### config.mk
export PLATFORM = sky130hd
export DESIGN_NAME = cfg_reg_bank_ctrl
export DESIGN_NICKNAME = d
export VERILOG_FILES = /design/src/rtl/cfg_reg_bank_ctrl_pkg.sv /design/src/rtl/cfg_reg_bank_ctrl_arb.sv /design/src/rtl/cfg_reg_bank_ctrl.sv
export SDC_FILE = /design/constraint.sdc
export NUM_CORES = 1
export LEC_CHECK = 0
export CAP_MARGIN = 20
export CORE_ASPECT_RATIO = 1.25
export CORE_MARGIN = 4
export CORE_UTILIZATION = 47
export DETAILED_ROUTE_END_ITERATION = 10
export MAX_ROUTING_LAYER = met4
export PLACE_DENSITY = 0.79
export SYNTH_ARGS = -nofsm -noshare
export SYNTH_HDL_FRONTEND = slang
export SYNTH_SLANG_ARGS = --single-unit
### constraint.sdc
create_clock -name clk -period 2.9 [get_ports clk]
set_input_delay 0.29 -clock clk [delete_from_list [all_inputs] [get_ports clk]]
set_output_delay 0.29 -clock clk [all_outputs]
set_load 0.02 [all_outputs]
### src/rtl/cfg_reg_bank_ctrl_pkg.sv
// cfg_reg_pkg: shared register map, widths and commit FSM state for the SPI config bank.
package cfg_reg_pkg;
   localparam int ADDR_EN_OUT_LO = 0;
   localparam int ADDR_EN_OUT_HI = 1;
   localparam int ADDR_EN_PWM_LO = 2;
   localparam int ADDR_EN_PWM_HI = 3;
   localparam int ADDR_DUTY      = 4;
   localparam int NUM_CFG_REGS   = 5;
   localparam int ADDR_W         = 7;
   localparam int DATA_W         = 8;
   typedef enum logic {ST_IDLE = 1'b0, ST_PENDING = 1'b1} commit_state_e;
endpackage

### src/rtl/cfg_reg_bank_ctrl_arb.sv
// rr_arb2: two-input round-robin arbiter; one-hot combinational grant, pointer advances on accept.
module rr_arb2 (
   input  logic       clk,
   input  logic       rst_n,
   input  logic [1:0] req_i,
   output logic [1:0] grant_o
);
   // ptr_q=0 favours requester 0 when both request
   logic ptr_q, ptr_d;
   always_comb begin
      grant_o[0] = req_i[0] & (~req_i[1] | ~ptr_q);
      grant_o[1] = req_i[1] & (~req_i[0] | ptr_q);
      ptr_d      = grant_o[0] ? 1'b1 : grant_o[1] ? 1'b0 : ptr_q;
   end
   always_ff @(posedge clk or negedge rst_n)
      if (!rst_n) ptr_q <= 1'b0;
      else        ptr_q <= ptr_d;
endmodule

### src/rtl/cfg_reg_bank_ctrl.sv
// cfg_reg_bank_ctrl: five-register SPI config bank with two-port round-robin writes and
// shadowed PWM registers committed at PWM period boundaries.
module cfg_reg_bank_ctrl
   import cfg_reg_pkg::*;
#(
   parameter int MAX_ADDR  = 4,
   parameter bit SHADOW_EN = 1'b1
) (
   input  logic              clk,
   input  logic              rst_n,
   input  logic              req0_valid,
   input  logic [ADDR_W-1:0] req0_addr,
   input  logic [DATA_W-1:0] req0_data,
   output logic              req0_ready,
   input  logic              req1_valid,
   input  logic [ADDR_W-1:0] req1_addr,
   input  logic [DATA_W-1:0] req1_data,
   output logic              req1_ready,
   input  logic              period_start,
   output logic [DATA_W-1:0] en_reg_out_7_0,
   output logic [DATA_W-1:0] en_reg_out_15_8,
   output logic [DATA_W-1:0] en_reg_pwm_7_0,
   output logic [DATA_W-1:0] en_reg_pwm_15_8,
   output logic [DATA_W-1:0] pwm_duty_cycle,
   output logic              commit_pending,
   output logic              wr_err
);
   logic [1:0]        grant;
   logic              wr_en, addr_ok, shadow_wr;
   logic [ADDR_W-1:0] wr_addr;
   logic [DATA_W-1:0] wr_data;
   logic [DATA_W-1:0] live_q [NUM_CFG_REGS];
   logic [DATA_W-1:0] live_d [NUM_CFG_REGS];
   logic [DATA_W-1:0] shadow_q [NUM_CFG_REGS];
   logic [DATA_W-1:0] shadow_d [NUM_CFG_REGS];
   logic              wr_err_q, wr_err_d;
   commit_state_e     state_q, state_d;

   rr_arb2 u_arb (
      .clk     (clk),
      .rst_n   (rst_n),
      .req_i   ({req1_valid, req0_valid}),
      .grant_o (grant)
   );

   assign req0_ready = grant[0];
   assign req1_ready = grant[1];

   // Commit copies the pre-edge shadow, so a write landing on the same edge waits for the next period
   always_comb begin
      wr_en     = |grant;
      wr_addr   = grant[1] ? req1_addr : req0_addr;
      wr_data   = grant[1] ? req1_data : req0_data;
      addr_ok   = wr_addr <= ADDR_W'(MAX_ADDR);
      wr_err_d  = wr_en & ~addr_ok;
      live_d    = live_q;
      shadow_d  = shadow_q;
      state_d   = state_q;
      shadow_wr = 1'b0;
      if (state_q == ST_PENDING && period_start) begin
         for (int i = ADDR_EN_PWM_LO; i < NUM_CFG_REGS; i++) live_d[i] = shadow_q[i];
         state_d = ST_IDLE;
      end
      if (wr_en && addr_ok)
         for (int i = 0; i < NUM_CFG_REGS; i++)
            if (wr_addr == ADDR_W'(i)) begin
               if (SHADOW_EN && i >= ADDR_EN_PWM_LO) begin
                  shadow_d[i] = wr_data;
                  shadow_wr   = 1'b1;
               end else begin
                  live_d[i] = wr_data;
               end
            end
      if (shadow_wr) state_d = ST_PENDING;
   end

   always_ff @(posedge clk or negedge rst_n)
      if (!rst_n) begin
         for (int i = 0; i < NUM_CFG_REGS; i++) begin
            live_q[i]   <= '0;
            shadow_q[i] <= '0;
         end
         state_q  <= ST_IDLE;
         wr_err_q <= 1'b0;
      end else begin
         live_q   <= live_d;
         shadow_q <= shadow_d;
         state_q  <= state_d;
         wr_err_q <= wr_err_d;
      end

   assign en_reg_out_7_0  = live_q[ADDR_EN_OUT_LO];
   assign en_reg_out_15_8 = live_q[ADDR_EN_OUT_HI];
   assign en_reg_pwm_7_0  = live_q[ADDR_EN_PWM_LO];
   assign en_reg_pwm_15_8 = live_q[ADDR_EN_PWM_HI];
   assign pwm_duty_cycle  = live_q[ADDR_DUTY];
   assign commit_pending  = state_q == ST_PENDING;
   assign wr_err          = wr_err_q;
endmodule

# ---- After elaboration in Yosys (flattened, before gate mapping)
# Index checks and enable logic that the tools add are counted.
dict set report op_classes {
  n_lt_le_gt_ge 1
  n_eq_ne 4
  bitwise_logic 9
  n_reduce_logical 11
  muxes 11
}
# op n
set ops {}
lappend ops {{$mux W24} 1}
lappend ops {{$eq A7 B2 Y1 const B} 2}
lappend ops {{$reduce_and A2 Y1} 5}
lappend ops {{$mux W1} 8}
lappend ops {{$mux W8} 1}
lappend ops {{$eq A7 B1 Y1 const B} 1}
lappend ops {{$eq A7 B3 Y1 const B} 1}
lappend ops {{$le A7 B3 Y1 const B} 1}
lappend ops {{$logic_not A7 Y1} 1}
lappend ops {{$mux W7} 1}
lappend ops {{$not A1 Y1} 4}
lappend ops {{$reduce_bool A2 Y1} 2}
lappend ops {{$and A1 B1 Y1} 3}
lappend ops {{$logic_and A1 B1 Y1} 2}
lappend ops {{$or A1 B1 Y1} 2}
lappend ops {{$reduce_or A2 Y1} 1}
dict set report word_totals {
  regBits 67
  out_inout_bits 44
}

# ---- Depth between registers and ports, before layout
dict set report depth {
  depth_word 10
  depth_mapped 7
  mapped_depth_nobuf 5
}

# ---- Cells and area by module
# A second synthesis with hierarchy kept.
dict set report hier_totals {
  hier_cells 179
  hier_area_um2 2770.2
}
# module cells_per_inst seq_area_each_um2 instances area_each_um2
set by_module_without_submodules {}
lappend by_module_without_submodules {cfg_reg_bank_ctrl 172 1651.6 1 2708.8}
lappend by_module_without_submodules {rr_arb2 7 25.0 1 61.3}

# ---- Worst setup path before layout
# OpenSTA, ideal clock, no wires.
dict set report synth_timing {
  kind {reg-to-reg}
  start {reg u_arb.ptr_q}
  end {reg shadow_q[10] (netlist bit)}
  setup_time_ns 0.125
  arrival_time_ns 1.989
  stages_incl_launch_ff 6
  n_path_buf 0
  path_slack_ns 0.786
  cell_sequence {dfrtp_1 -> nand2b_1 -> nand2_1 -> mux2_2 -> nor4_4 -> mux2_2}
}
dict set report synth_between {
  elab_chain_len 6
  elab_cells_between_ends 12
  classes_between {order compare (1); eq/ne (1); mux (2); bitwise (5); reduce/logical (3)}
}
# element line
set synth_rtl {}
lappend synth_rtl {{from (decl)} cfg_reg_bank_ctrl_arb.sv:9} ;# logic ptr_q, ptr_d;
lappend synth_rtl {{from (signal assigned)} cfg_reg_bank_ctrl_arb.sv:17} ;# else ptr_q <= ptr_d;
lappend synth_rtl {{$or A1 B1 Y1 / $not A1 Y1 (equally long branches)} {cfg_reg_bank_ctrl_arb.sv:12, cfg_reg_bank_ctrl_arb.sv:11}}
lappend synth_rtl {{$and A1 B1 Y1 / $or A1 B1 Y1 (equally long branches)} {cfg_reg_bank_ctrl_arb.sv:12, cfg_reg_bank_ctrl_arb.sv:11}}
lappend synth_rtl {{$mux W7 / $and A1 B1 Y1 (equally long branches)} {cfg_reg_bank_ctrl.sv:52, cfg_reg_bank_ctrl_arb.sv:11}}
lappend synth_rtl {{$le A7 B3 Y1 / $reduce_or A2 Y1 (equally long branches)} {cfg_reg_bank_ctrl.sv:54, cfg_reg_bank_ctrl.sv:51}}
lappend synth_rtl {{$logic_and A1 B1 Y1} cfg_reg_bank_ctrl.sv:64} ;# if (wr_en && addr_ok)
lappend synth_rtl {{$reduce_and A2 Y1 (no source line)} n/a}
lappend synth_rtl {{to (signal assigned)} cfg_reg_bank_ctrl.sv:87} ;# shadow_q <= shadow_d;
lappend synth_rtl {{to (decl)} cfg_reg_bank_ctrl.sv:34} ;# logic [DATA_W-1:0] shadow_q [NUM_CFG_REGS];
# Parallel ways exist; a longest one is shown, timed or not.
# A chain may end at the register's enable or synchronous reset.

# ---- Worst setup path in the final report
dict set report layout_timing {
  start {in req0_valid}
  end {reg shadow_q[13] (netlist bit)}
}
dict set report layout_between {
  elab_chain_len 7
  elab_cells_between_ends 11
  classes_between {order compare (1); eq/ne (1); mux (2); bitwise (4); reduce/logical (3)}
}
# element line
set layout_rtl {}
lappend layout_rtl {{from (decl)} cfg_reg_bank_ctrl.sv:11} ;# input logic req0_valid,
lappend layout_rtl {{$not A1 Y1} cfg_reg_bank_ctrl_arb.sv:12} ;# grant_o[1] = req_i[1] & (~req_i[0] | ptr_q);
lappend layout_rtl {{$or A1 B1 Y1} cfg_reg_bank_ctrl_arb.sv:12}
lappend layout_rtl {{$and A1 B1 Y1} cfg_reg_bank_ctrl_arb.sv:12}
lappend layout_rtl {{$mux W7} cfg_reg_bank_ctrl.sv:52} ;# wr_addr = grant[1] ? req1_addr : req0_addr;
lappend layout_rtl {{$le A7 B3 Y1} cfg_reg_bank_ctrl.sv:54} ;# addr_ok = wr_addr <= ADDR_W'(MAX_ADDR);
lappend layout_rtl {{$logic_and A1 B1 Y1} cfg_reg_bank_ctrl.sv:64}
lappend layout_rtl {{$reduce_and A2 Y1 (no source line)} n/a}
# Parallel ways exist; a longest one is shown, timed or not.

==> impl_metrics.json <==
{
  "clkLatencyLatePin_ns": 0.33,
  "required_ns": 3.12,
  "worst-path-max-fanout": 8,
  "track_usage": 0.189,
  "vias_per_cell": 5.31,
  "swShare": 0.261,
  "ctsResizeCount": 0,
  "fmax_mhz": 409,
  "worst_pin_slew_ns": 0.621,
  "root_buffer": "clkbuf_8",
  "dp_hpwl_um": 4500,
  "drcViolationCount": 0,
  "num_vias": 1816,
  "wl_met2_um": 2960,
  "max-vdd-ir-drop_v": 0.000402,
  "ios": 79,
  "gp_routability_congestion": 0.839,
  "endpoint_kind": "register",
  "die_area_mm2": 0.00717,
  "rsz0062_at_grt": "false",
  "drt_iter0_drc": 55,
  "antenna_left": 0,
  "routed.top_layer": "met4",
  "drv_cap": 0,
  "wl_met1_um": 2760,
  "placeableCoreArea_mm2": 0.00556,
  "synth_top_cell_area_share": 0.608,
  "seq_power_share": 0.466,
  "intPower_w": 0.00180,
  "yosysWarningCount": 0,
  "slowest_stage": "nor4_4",
  "num_antenna_cells": 0,
  "areaGrowthSynthToFinish_pct": 40.6,
  "ys_seq_area_frac": 0.608,
  "synthDistinctLibCells": 27,
  "cpMostUsedCell": "mux2_2",
  "relSlewSlack": 0.585,
  "reg2regPathDepth": 5,
  "skew_ns": 0.00774,
  "wl_met3_um": 358,
  "grt_pass1_vias": 1908,
  "grt_max_degree": 31,
  "synth_common_cells": "mux2_2 (73), dfrtp_1 (67)",
  "max_stage_delay_ns": 0.60,
  "clkTransAtPathRegs_ns": 0.07,
  "wl_um": 6170,
  "antenna_found_initial": 0,
  "cts_tree": "done",
  "cts_buffer_depth": 2,
  "fin_nets": 309,
  "grt_pass1_wl_um": 9920,
  "yosysTopAreaCell": "dfrtp_1",
  "final_util": 0.698,
  "syn_area_per_cell_um2": 15.5,
  "crit_arrival_ns": 2.67,
  "drt_pre_antenna_iters": 4,
  "p_switching_w": 0.000637,
  "startpoint_type": "input pin",
  "die_x_um": 76.5,
  "yosysMostFrequentCell": "mux2_2",
  "finalCriticalPeriod_ns": 2.45,
  "overflow": 0,
  "setup_viol": 0,
  "async_flop_share": 1.00,
  "die_height_um": 93.7,
  "start_util": 0.497,
  "drive_gt1_frac": 0.374,
  "r2r_slack_ns": 0.48,
  "cts_sinks": 67,
  "pwr_density_cell_mw_per_mm2": 628,
  "avgRoutedWirePerCell_um": 18.0,
  "synth-seq-cells": 67,
  "htreeDepth": 3,
  "outcome": "completed",
  "r2r-end": "shadow_q[13]",
  "synth_edf_count": 0,
  "comb_power_share": 0.218,
  "final_max_slew_viol_count": 0,
  "setup-tns-final_ns": 0,
  "path_cells": "clkdlybuf4s50_1, nand2b_1, nand2_1, mux2_2, nor4_4, mux2_2",
  "holdCritPathClass": "in2async",
  "synth.area.top_cells": "dfrtp_1 (61%), mux2_2 (30%), mux2i_1 (1.1%), nor4_4 (0.77%), nand4b_1 (0.63%)",
  "syn_area_mm2": 0.00276,
  "num_rows": 30,
  "hold_viol": 0,
  "numCtsBuffers": 9,
  "synth_flop_cell": "dfrtp_1",
  "critPathKind": "in2reg",
  "fin_crit_sh": 0.844,
  "clkPwrFrac": 0.316,
  "synthCells": 178,
  "p_leak_nw": 1.83,
  "r2r-start": "u_arb.ptr_q",
  "syn-num-nets": 213,
  "port_buffers": 78
}
[stage by stage]
step | cell area (um^2) | std cells | hold WS (ns) | setup slack (ns) | total power [W]
after floorplan | 2760 | 178 | -0.00559 | 0.786 | 0.00141
after global placement | 3670 | 326 | 0.208 | 0.223 | 0.00167
after detailed placement | 3670 | 326 | 0.217 | 0.124 | 0.00169
after CTS | 3880 | 342 | 0.379 | 0.489 | 0.00246
after global routing | 3880 | 342 | 0.405 | 0.374 | 0.00255
final | 3880 | 342 | 0.381 | 0.453 | 0.00244
[layout by cell type, fill, tap and decap left out, types with 2 or more instances in the layout]
master	n
nand4b_1	2
or4_1	2
nor2_1	3
buf_4	11
clkdlybuf4s50_1	77
inv_1	3
nand2b_1	2
mux2i_1	3
dfrtp_1	67
clkbuf_8	11
mux2_2	73
clkinvlp_4	2
nand2_1	3
o21ai_0	3
[power groups by stage]
stage | clock, W | sequential [W] | combinational [W]
after floorplan | 0 | 0.00123 | 0.000175
after global placement | 0 | 0.00115 | 0.000524
after detailed placement | 0 | 0.00115 | 0.000535
after CTS | 0.000789 | 0.00114 | 0.000538
after global routing | 0.000832 | 0.00115 | 0.000565
final | 0.000770 | 0.00114 | 0.000531
[worst max path at each step]
stage	startpoint	end	slack (ns)	cells after the start
after global routing	req0_valid	shadow_q[14]	0.37	6
final	req0_valid	shadow_q[13]	0.45	6
after detailed placement	req0_valid	shadow_q[11]	0.12	6
after global placement	req0_valid	shadow_q[9]	0.22	6
after floorplan	u_arb.ptr_q	shadow_q[10]	0.79	5
after CTS	req0_valid	shadow_q[13]	0.49	6
[kinds of logic after synthesis]
family | Yosys count | share of synthesized area
AND/OR/NAND/NOR | 17 | 0.0426
buffers and inverters | 8 | 0.0145
multiplexers | 76 | 0.309
AO/OA/AOI/OAI | 10 | 0.0263
flip-flops | 67 | 0.608
[sequential cells by signal, indices dropped and copies added (netlist names)]
| name | cells |
|---|---|
| commit_pending | 1 |
| u_arb.ptr_q | 1 |
| en_reg_out_15_8 | 8 |
| shadow_q | 24 |
| en_reg_pwm_7_0 | 8 |
| pwm_duty_cycle | 8 |
| en_reg_out_7_0 | 8 |
| wr_err | 1 |
| en_reg_pwm_15_8 | 8 |
[per-layer routing]
layer / vias up / track usage
li1: 835 / -
met4: 0 / 0.0770
met2: 66 / 0.291
met5: - / -
met3: 6 / 0.0624
met1: 909 / 0.230
[repair_timing]
item,in CTS,in global routing
hold endpoints to repair,14,0
hold buffers,1,0
buffers inserted,0,0
[cell type report]
| class | count | area [um^2] |
|---|---|---|
| clock buffer | 11 | 151 |
| sequential | 67 | 1680 |
| tap | 64 | 80.1 |
| clock inverter | 4 | 50.0 |
| multi-input combinational | 103 | 1040 |
| fill | 436 | 1680 |
| timing repair buffer | 90 | 868 |
| inverter | 3 | 11.3 |
[worst max-delay path: cells and delay by family]
family / cells / cell delay [ns]
simple gates: 3 / 0.97
mux: 2 / 0.84
buf+inv: 1 / 0.55
(Power assumes the default switching activity.)
